$ cat src/rtl/lcd_page_writer.sv
// +--------------------------------------------------------------------------+
// | lcd_page_writer: pulls column bytes from the RAM controller and refreshes |
// | a KS0108-style 128x64 LCD page by page. Option macro: LCD_BOTH_HALVES_EN  |
// | Revision: 1.0                                                             |
// +--------------------------------------------------------------------------+
`default_nettype none

module lcd_page_writer #(
   parameter int E_HIGH   = 4,
   parameter int E_LOW    = 4,
   parameter int RST_CYC  = 16,
   parameter int WAIT_MAX = 3
) (
   input  logic       clk,
   input  logic       rst_n,
   input  logic       data_valid,
   input  logic [7:0] data,
   output logic       en,
   output logic       LCD_rst,
   output logic [1:0] LCD_cs,
   output logic       LCD_rw,
   output logic       LCD_di,
   output logic [7:0] LCD_data,
   output logic       LCD_en,
   output logic       frame_done
);

   localparam logic [2:0] S_RST_LCD  = 3'd0;
   localparam logic [2:0] S_INIT     = 3'd1;
   localparam logic [2:0] S_SET_PAGE = 3'd2;
   localparam logic [2:0] S_SET_COL  = 3'd3;
   localparam logic [2:0] S_REQ      = 3'd4;
   localparam logic [2:0] S_WAIT     = 3'd5;
   localparam logic [2:0] S_WR_DATA  = 3'd6;

   localparam logic [15:0] c_RST_LAST  = 16'(RST_CYC - 1);
   localparam logic [15:0] c_WR_LAST   = 16'(E_HIGH + E_LOW);
   localparam logic [15:0] c_EN_LAST   = 16'(E_HIGH);
   localparam logic [15:0] c_WAIT_LAST = 16'(WAIT_MAX - 1);

`ifdef LCD_BOTH_HALVES_EN
   localparam logic [1:0] c_CS_DATA = 2'b11;
`else
   localparam logic [1:0] c_CS_DATA = 2'b01;
`endif

   logic [2:0]  r_state;
   logic [15:0] r_cnt;
   logic        r_init_idx;
   logic [5:0]  r_col;
   logic [2:0]  r_page;
   logic [7:0]  r_hold;
   logic        r_lcd_rst;
   logic        r_frame_done;

   logic w_writing;
   logic w_wr_done;

   assign w_writing = (r_state == S_INIT) || (r_state == S_SET_PAGE) ||
                      (r_state == S_SET_COL) || (r_state == S_WR_DATA);
   assign w_wr_done = w_writing && (r_cnt == c_WR_LAST);

   // r_cnt is shared: reset hold time, bus-write phase and WAIT timeout.
   always_ff @(posedge clk or negedge rst_n) begin
      if (!rst_n) begin
         r_state      <= S_RST_LCD;
         r_cnt        <= '0;
         r_init_idx   <= 1'b0;
         r_col        <= '0;
         r_page       <= '0;
         r_hold       <= '0;
         r_lcd_rst    <= 1'b0;
         r_frame_done <= 1'b0;
      end else begin
         r_frame_done <= 1'b0;
         if (w_writing) begin
            r_cnt <= w_wr_done ? 16'd0 : r_cnt + 16'd1;
         end
         case (r_state)
            S_RST_LCD: begin
               if (r_cnt == c_RST_LAST) begin
                  r_lcd_rst <= 1'b1;
                  r_state   <= S_INIT;
                  r_cnt     <= '0;
               end else begin
                  r_cnt <= r_cnt + 16'd1;
               end
            end
            S_INIT: begin
               if (w_wr_done) begin
                  r_init_idx <= ~r_init_idx;
                  if (r_init_idx) r_state <= S_SET_PAGE;
               end
            end
            S_SET_PAGE: if (w_wr_done) r_state <= S_SET_COL;
            S_SET_COL:  if (w_wr_done) r_state <= S_REQ;
            S_REQ: begin
               r_state <= S_WAIT;
               r_cnt   <= '0;
            end
            S_WAIT: begin
               if (data_valid) begin
                  r_hold  <= data;
                  r_state <= S_WR_DATA;
                  r_cnt   <= '0;
               end else if (r_cnt == c_WAIT_LAST) begin
                  r_state <= S_REQ;
               end else begin
                  r_cnt <= r_cnt + 16'd1;
               end
            end
            S_WR_DATA: begin
               if (w_wr_done) begin
                  r_col <= r_col + 6'd1;
                  if (r_col == 6'd63) begin
                     r_page  <= r_page + 3'd1;
                     r_state <= S_SET_PAGE;
                     if (r_page == 3'd7) r_frame_done <= 1'b1;
                  end else begin
                     r_state <= S_REQ;
                  end
               end
            end
            default: begin
               r_state <= S_RST_LCD;
               r_cnt   <= '0;
            end
         endcase
      end
   end

   always_comb begin
      LCD_cs   = 2'b00;
      LCD_di   = 1'b0;
      LCD_data = 8'h00;
      case (r_state)
         S_INIT: begin
            LCD_cs   = 2'b11;
            LCD_data = r_init_idx ? 8'hC0 : 8'h3F;
         end
         S_SET_PAGE: begin
            LCD_cs   = c_CS_DATA;
            LCD_data = {5'b10111, r_page};
         end
         S_SET_COL: begin
            LCD_cs   = c_CS_DATA;
            LCD_data = 8'h40;
         end
         S_WR_DATA: begin
            LCD_cs   = c_CS_DATA;
            LCD_di   = 1'b1;
            LCD_data = r_hold;
         end
         default: ;
      endcase
   end

   // Strobe is decoded from the async-reset counter so reset drops it at once.
   assign LCD_en     = w_writing && (r_cnt >= 16'd1) && (r_cnt <= c_EN_LAST);
   assign en         = (r_state == S_REQ);
   assign LCD_rst    = r_lcd_rst;
   assign LCD_rw     = 1'b0;
   assign frame_done = r_frame_done;

endmodule

`default_nettype wire

$ cat config.mk
export PLATFORM = sky130hd
export DESIGN_NAME = lcd_page_writer
export DESIGN_NICKNAME = d
export VERILOG_FILES = /design/src/rtl/lcd_page_writer.sv
export SDC_FILE = /design/constraint.sdc
export NUM_CORES = 1
export LEC_CHECK = 0
export CORE_MARGIN = 2
export CORE_UTILIZATION = 50
export CTS_CLUSTER_SIZE = 40
export DETAILED_ROUTE_END_ITERATION = 12
export PLACE_DENSITY = 0.75
export SLEW_MARGIN = 20
export SYNTH_ARGS = -nofsm -noshare
export SYNTH_HDL_FRONTEND = slang
export SYNTH_SLANG_ARGS = --single-unit
$ cat constraint.sdc
create_clock -name clk -period 2.15 [get_ports clk]
set_input_delay 0.215 -clock clk [delete_from_list [all_inputs] [get_ports clk]]
set_output_delay 0.215 -clock clk [all_outputs]
set_load 0.05 [all_outputs]
## Word level (Yosys, flattened, before mapping)

Index checks and enable logic that the tools add are counted.

| word-level totals | value |
|---|---|
| bits in registers | 39 |
| latch bits | 0 |
| RAM bits | 0 |
| ROM bits | 0 |
| output and inout port bits | 16 |
| logic and storage cells | 71 |
| memories kept | 0 |

| operators by class | value |
|---|---|
| add/sub/neg operators | 3 |
| multiply operators | 0 |
| div/mod/pow operators | 0 |
| $lt $le $gt $ge | 2 |
| eq/ne operators | 18 |
| shift operators | 0 |
| mux-type cells | 24 |
| bitwise operators | 1 |
| reduce and logical (&&, ||, !) cells | 15 |

Operators by type and width:

| cell | number |
|---|---|
| two-way mux 16 bit | 5 |
| case mux 16 bit (3 select lines) | 1 |
| == test 16 x 4 -> 1 bit, second input constant | 2 |
| case mux 8 bit (4 select lines) | 1 |
| two-way mux 3 bit | 9 |
| case mux 3 bit (7 select lines) | 1 |
| adder 16 x 1 -> 16 bit, second input constant | 1 |
| == test 16 x 2 -> 1 bit, second input constant | 1 |
| greater-or-equal comparator 16 x 1 -> 1 bit, second input constant | 1 |
| less-or-equal comparator 16 x 3 -> 1 bit, second input constant | 1 |
| == test 3 bit, second input constant | 4 |
| inequality test 2 bit, second input constant | 6 |
| two-way mux 8 bit | 1 |
| AND reduction 2 bit | 4 |
| AND reduction 7 bit | 1 |
| adder 6 x 1 -> 6 bit, second input constant | 1 |
| == test 3 x 2 -> 1 bit, second input constant | 2 |
| == test 6 bit, second input constant | 1 |
| two-way mux 1 bit | 5 |
| case mux 2 bit (2 select lines) | 1 |
| OR reduction 4 bit | 1 |
| adder 3 x 1 -> 3 bit, second input constant | 1 |
| == test 3 x 1 -> 1 bit, second input constant | 1 |
| logical AND 1 bit | 3 |
| other kinds (6) | 8 |

## Longest topological paths before layout

| logic depth | value |
|---|---|
| depth in word-level cells | 10 |
| depth in mapped cells | 7 |
| gate-level depth less buffers | 6 |

## Least setup slack after synthesis

No wires, ideal clock.

| timing | value |
|---|---|
| path type | reg2out |
| start point | register r_cnt[5] |
| end point | output port LCD_en |
| arrival time | 3.469 ns |
| data required time | 1.935 ns |
| setup slack | -1.534 ns |
| cell stages (with the launch flop) | 4 |
| buffers on the path | 0 |
| cells stage by stage | dfrtp_1 -> nor4_4 -> nand3_4 -> a2111oi_0 |

| between the ends | value |
|---|---|
| word-level cells in the longest chain between the ends | 3 |
| elaborated cells between the ends (all ways) | 4 |
| classes of those cells | 2 x order compare; 2 x reduce/logical |

Ends and longest elaborated chain:

| item | RTL line | text |
|---|---|---|
| start: declaration | 48 | `logic [15:0] r_cnt;` |
| start signal: assignment | 77 | `r_cnt <= w_wr_done ? 16'd0 : r_cnt + 16'd1;` |
| start signal: assignment | 86 | `r_cnt <= r_cnt + 16'd1;` |
| start signal: assignment | 109 | `r_cnt <= r_cnt + 16'd1;` |
| greater-or-equal comparator 16 x 1 -> 1 bit | 159 | `assign LCD_en = w_writing && (r_cnt >= 16'd1) && (r_cnt <= c_EN_LAST);` |
| logical AND 1 bit | 159 |  |
| logical AND 1 bit * | 159 |  |
| end: declaration | 24 | `output logic LCD_en,` |

Mark *: on every way between the ends. The rest lies on a longest branch, timed or not.

## Final worst setup path

| timing | value |
|---|---|
| start point | register r_cnt[14] |
| end point | output port LCD_en |

The elaborated chain is that of the path after synthesis.

==> reports/qor.txt <==
Area fraction of the dominant cell type after synthesis = 42.67%
Largest net degree at the start of global routing = 40
Worst clock skew = 0.008651 ns
Share of post-route cells with drive strength above 1 = 27.44%
Hold slack final = 0.02971 ns
Number of global-route vias before repair = 1840
Die footprint = 5132 um2
Drt total wl = 5.598 mm
Antenna Diode Count = 0
Max FO, Critical Path = 5
Placeable core area = 4384 um2
Final total power = 1.394 mW
Ranking of synthesized cells by area = dfrtp_1 (43%), mux2_2 (4.9%), ha_1 (3.8%)
Crit. End Element = output pin
Power per cell area = 469.4 nW/um2
Io pins = 27
Worst R2R Path Depth = 4
Worst-case vdd ir drop = 471.6 uV
Routed wire length per instance = 17.60 um
Routed Antenna Nets = 0
Slew @ Worst Pin = 0.8518 ns
Reg2Reg Setup Slack = 0.06 ns
Final instance count without filler cells = 318
Initial antenna violation count = 0
Worst Hold Class = primary input to async pin
DR pass1 iterations = 4
Final slew viol count = 0
IO buf count = 25
Crit-path cells = nor4_4, nand3_4, a2111oi_4, clkbuf_16
Initial core utilization = 52.17%
Sequential area share after synthesis = 42.67%
Setup TNS = 0 ns
# nets final = 283
All-layer global routing usage = 22.67%
Residual DRC = 0
Syn nets = 239
Detailed placement HPWL = 3.816 mm
CP Class = register to output pin
H-tree Lvls = 2
Fin. Hold Viols = 0
Maxcap violations = 0
CTS Buf Count = 5
Predominant post-synthesis flop cell = dfrtp_1
CTS Buffer Depth = 2
CP max-delay cell = dfrtp_2
Routability cong. = 0.9286
Die height = 71.64 um
Leakage Power = 1.397 nW
DR vias = 1899
CP Launch Point = r_cnt[14]
Avg Inst Size Synth = 10.35 um2
Die W = 71.64 um
Mapped cell area = 2287 um2
RR Endpoint = r_cnt[12]
RSZ-0062 raised after global routing = yes
Post-synth ARST share = 100.0%
Period Utilization, post-route = 98.53%
Most area-hungry cell type in the Yosys netlist = dfrtp_1
Maximum clock frequency = 0.4721 GHz
Syn-to-layout area delta = 29.81%
Clock transition at the registers of the reported paths = 0.08 ns
Worst endpoint required time = 1.93 ns
Layout fillers = 314
CTS tree = done
Min cycle time layout = 2.118 ns
Synth Register Bits = 39
First-pass GRT wire length = 8.935 mm
Ys Warns = 0
Post-Syn Instances = 221
Inst Count DP = 298
Setup violations, final = 0
Library cells used by synthesis = 55
Initial DRC count = 234
Worst stage delay on the critical path = 0.45 ns
CTS sink count = 39
Startpoint types = register
Root buf cell = clkbuf_8
Outcome = completed
# hold bufs at CTS = 0
Reg-to-Reg Start = r_cnt[3]
Worst EP arrival = 1.90 ns
Number of synthesized flops with an enable pin = 0
Cell Rows = 24
Total global routing overflow = 0
Clk_lat worst skew = 0.29 ns
Max-slew headroom = 43.21%
Detailed-route vias per instance = 5.972
stage by stage:
stage               util (%)  area (um2)  setup WS, ns
CTS                    65.61        2877       0.01134
finish                 67.72        2969       0.03161
global placement       62.64        2746        0.1982
detailed placement     62.64        2746        0.1140
floorplan                  -        2306       0.01611
global route           67.72        2969      -0.05149
per-layer routing:
layer  up-vias  global-route usage [%]  wire, um
met5         -                       0         0
met4         0                   9.224       131
met3        16                   5.204       320
met2        74                   35.80      2713
met1       914                   30.30      2433
li1        895                       -         -
worst max-delay path by stage:
stage	endpoint	slack (ns)	depth (start not counted)
6_report	LCD_en	0.03	4
4_1_cts	LCD_en	0.01	4
3_3_place_gp	r_cnt[5]	0.20	7
5_1_grt	LCD_en	-0.05	4
3_5_place_dp	r_cnt[5]	0.11	7
2_1_floorplan	LCD_data[0]	0.02	3
layout by cell type (no fill, tap or decap), drive strengths merged, types with 7 or more instances in the layout:
master	n
clkdlybuf4s50	11
nand3	12
or3	7
mux2	12
nor2	21
buf	36
xor2	10
nand4	7
o21ai	14
ha	7
dfrtp	39
clkbuf	7
worst max-delay path, delay by kind of cell (launching register included):
family,cells,cell delay (ns)
buf+inv,1,0.24
simple gates,2,0.56
compound gates,1,0.37
flops,1,0.45
kinds of logic (layout without fill, tap and decap cells):
group	count (synthesis)	count (layout)	synth area share, %
simple gates	89	89	25.27
other cells	1	1	0.1640
flops	39	39	42.67
mux	16	16	7.987
xor+xnor	16	16	6.127
fa+ha+maj	7	7	3.829
compound gates	36	36	10.45
buf+inv	17	62	3.501
power by group:
group / leakage (nW) / internal [mW] / switching, mW / total, mW
logic: 0.821 / 0.0152 / 0.0208 / 0.0360
clock network: 0.0612 / 0.375 / 0.249 / 0.625
registers: 0.515 / 0.733 / 0 / 0.733
layout make-up:
class | count | area [um2] | share of cell area, %
tap | 52 | 65.06 | 2.191
clock buffer | 6 | 82.58 | 2.781
timing repair buffer | 48 | 528.0 | 17.78
clock inverter | 2 | 35.03 | 1.180
sequential | 39 | 979.7 | 33.00
multi-input combinational | 165 | 1256 | 42.31
inverter | 6 | 22.52 | 0.7585
what timing repair did:
| action | CTS | global route |
|---|---|---|
| endpoints found under the setup margin | 7 | 2 |
| pin swaps | 3 | 5 |
| buffers inserted | 1 | 11 |
| gates resized for setup | 2 | 4 |
| cloned | 0 | 0 |
Yosys cell counts (all sizes together), types with 6 or more instances:
master,number
inv,6
mux2,12
nor2,21
and3,6
o21ai,14
dfrtp,39
or3,7
ha,7
nand2,6
nand3,12
clkbuf,6
nand4,7
xnor2,6
xor2,10
flip-flops by register name, indices dropped and copies added (netlist names):
register / cells
r_cnt: 16
r_col: 6
r_hold: 8
r_page: 3
r_state: 3
r_init_idx: 1
LCD_rst: 1
frame_done: 1
(Power assumes the default switching activity.)
==> RTL edit, RTL diff (config.mk and constraints unchanged) <==
Reset style: synchronous (`rst_n`), changed in one clocked block. Comments in the files are not updated.
--- a/src/rtl/lcd_page_writer.sv
+++ b/src/rtl/lcd_page_writer.sv
@@ -61,7 +61,7 @@
    assign w_wr_done = w_writing && (r_cnt == c_WR_LAST);
 
    // r_cnt is shared: reset hold time, bus-write phase and WAIT timeout.
-   always_ff @(posedge clk or negedge rst_n) begin
+   always_ff @(posedge clk) begin
       if (!rst_n) begin
          r_state      <= S_RST_LCD;
          r_cnt        <= '0;
Formal check against the unedited RTL: same outputs for any inputs over 10 cycles, from zero or initial values and one cycle with rst_n low; that may be too few to reach the edited logic, so the function may still have changed.
==> RTL edit against the original RTL <==
- the run now ends with setup timing left
- worst setup slack got worse by 0.090 ns
- cell count rose by 11%
- die area fell by 12%
- sequential cell count did not move
- routed wire length fell by 4.1%
- critical path depth did not move
- synthesized cell count rose by 14%
- clock skew rose by 0.00061 ns
- hold slack improved by 0.43 ns
- area after synthesis fell by 13%
- cell area fell by 5.5%
- highest routed layer unchanged
Power is not compared: it rests on default switching activity, and its combinational part moved more than twofold at a synthesized area within 25%.
==> RTL edit: results (changes against the original RTL) <==
outcome: "complete, but fails checks"
violations: "setup timing"
crit_path_start: "r_cnt[10]"
drive_gt1_share_pct: 25.2  # -2.2 points
global_route.usage.met2_pct: 43.2  # +7.4 points
rr_endpoint: "r_page[0]"
cp_max_fo: 3  # -2
yosys-mux-area-fraction_pct: 0.500  # -7.5 points
fin_hold_ws_ns: 0.460  # +0.430 ns
synth_top_flop_cell: "sky130_fd_sc_hd__dfxtp_1"
postCtsSetupRepairBufs: 4  # +3
final_net_count: 322  # +14%
met1_global_route_usage_pct: 28.8  # -1.5 points
post-place-ws_ns: -0.00577  # -0.120 ns
drc_marker_count_from_the_first_detailed_route_iteration: 142  # -39%
dpl_cell_area_mm2: 0.00253  # -8.0%
worstRegToRegCells: 8  # +4
share_of_synthesized_registers_carrying_an_async_set_or_reset_pct: 0  # -100 points
num_vias: 1980  # +4.3%
synth_compound_area_share_pct: 12.4  # +1.9 points
avgRoutedWirePerCell_um: 15.2  # -14%
avgSynthCellArea_um2: 7.91  # -24%
gp_routability_congestion: 0.864  # -7.0%
grt_pass1_vias: 1936  # +5.2%
postSynthNetCount: 271  # +13%
first_pass_grt_wire_length_mm: 8.53  # -4.6%
setup_slack_ns: -0.0583  # -0.0899 ns
startpoint_of_the_most_critical_register_to_register_path: "r_cnt[13]"
synth_cell_type_count: 40  # -27%
ys_top_cells_by_area: "sky130_fd_sc_hd__dfxtp_1 39%, sky130_fd_sc_hd__nand2_1 7.1%, sky130_fd_sc_hd__nor2_1 6.8%, sky130_fd_sc_hd__xor2_1 6.1%, sky130_fd_sc_hd__a21oi_1 4.5%"
arrival_ns: 1.99  # +0.09 ns
finalSetupViolations: 1  # +1
max_slew_margin_pct: 59.1  # +16 points
grt.total_usage_pct: 25.1  # +2.5 points
fin_skew_ns: 0.00926  # +0.000608 ns
use_met3_pct: 6.50  # +1.3 points
-- RTL edit: changes by cell type in the layout (fill, tap and decap cells not counted), sizes merged, moves of 3 or more --
cell	unedited run	this run
dfrtp	39	0
dfxtp	0	39
nand2	6	38
nor2	21	36
a21oi	4	18
mux2	12	0
buf	36	42
or3	7	1
xor2	10	14
a21o	1	4
mux2i	4	1
o21ai	14	11
-- RTL edit: layout make-up --
type / count / area share (%)
well taps: 48 / 2.14
clock buffers: 5 / 2.45
flip-flops and latches: 39 / 28.0
multi-input cells: 197 / 44.1
repair buffers: 54 / 20.8
inverters: 7 / 0.936
clock inverters: 3 / 1.56
-- RTL edit: per-layer routing --
layer  share of wire [%]  vias up
met5                   0        -
met4                 3.5        0
met3                 5.4       20
li1                    -      967
met2                  49       80
met1                  42      913
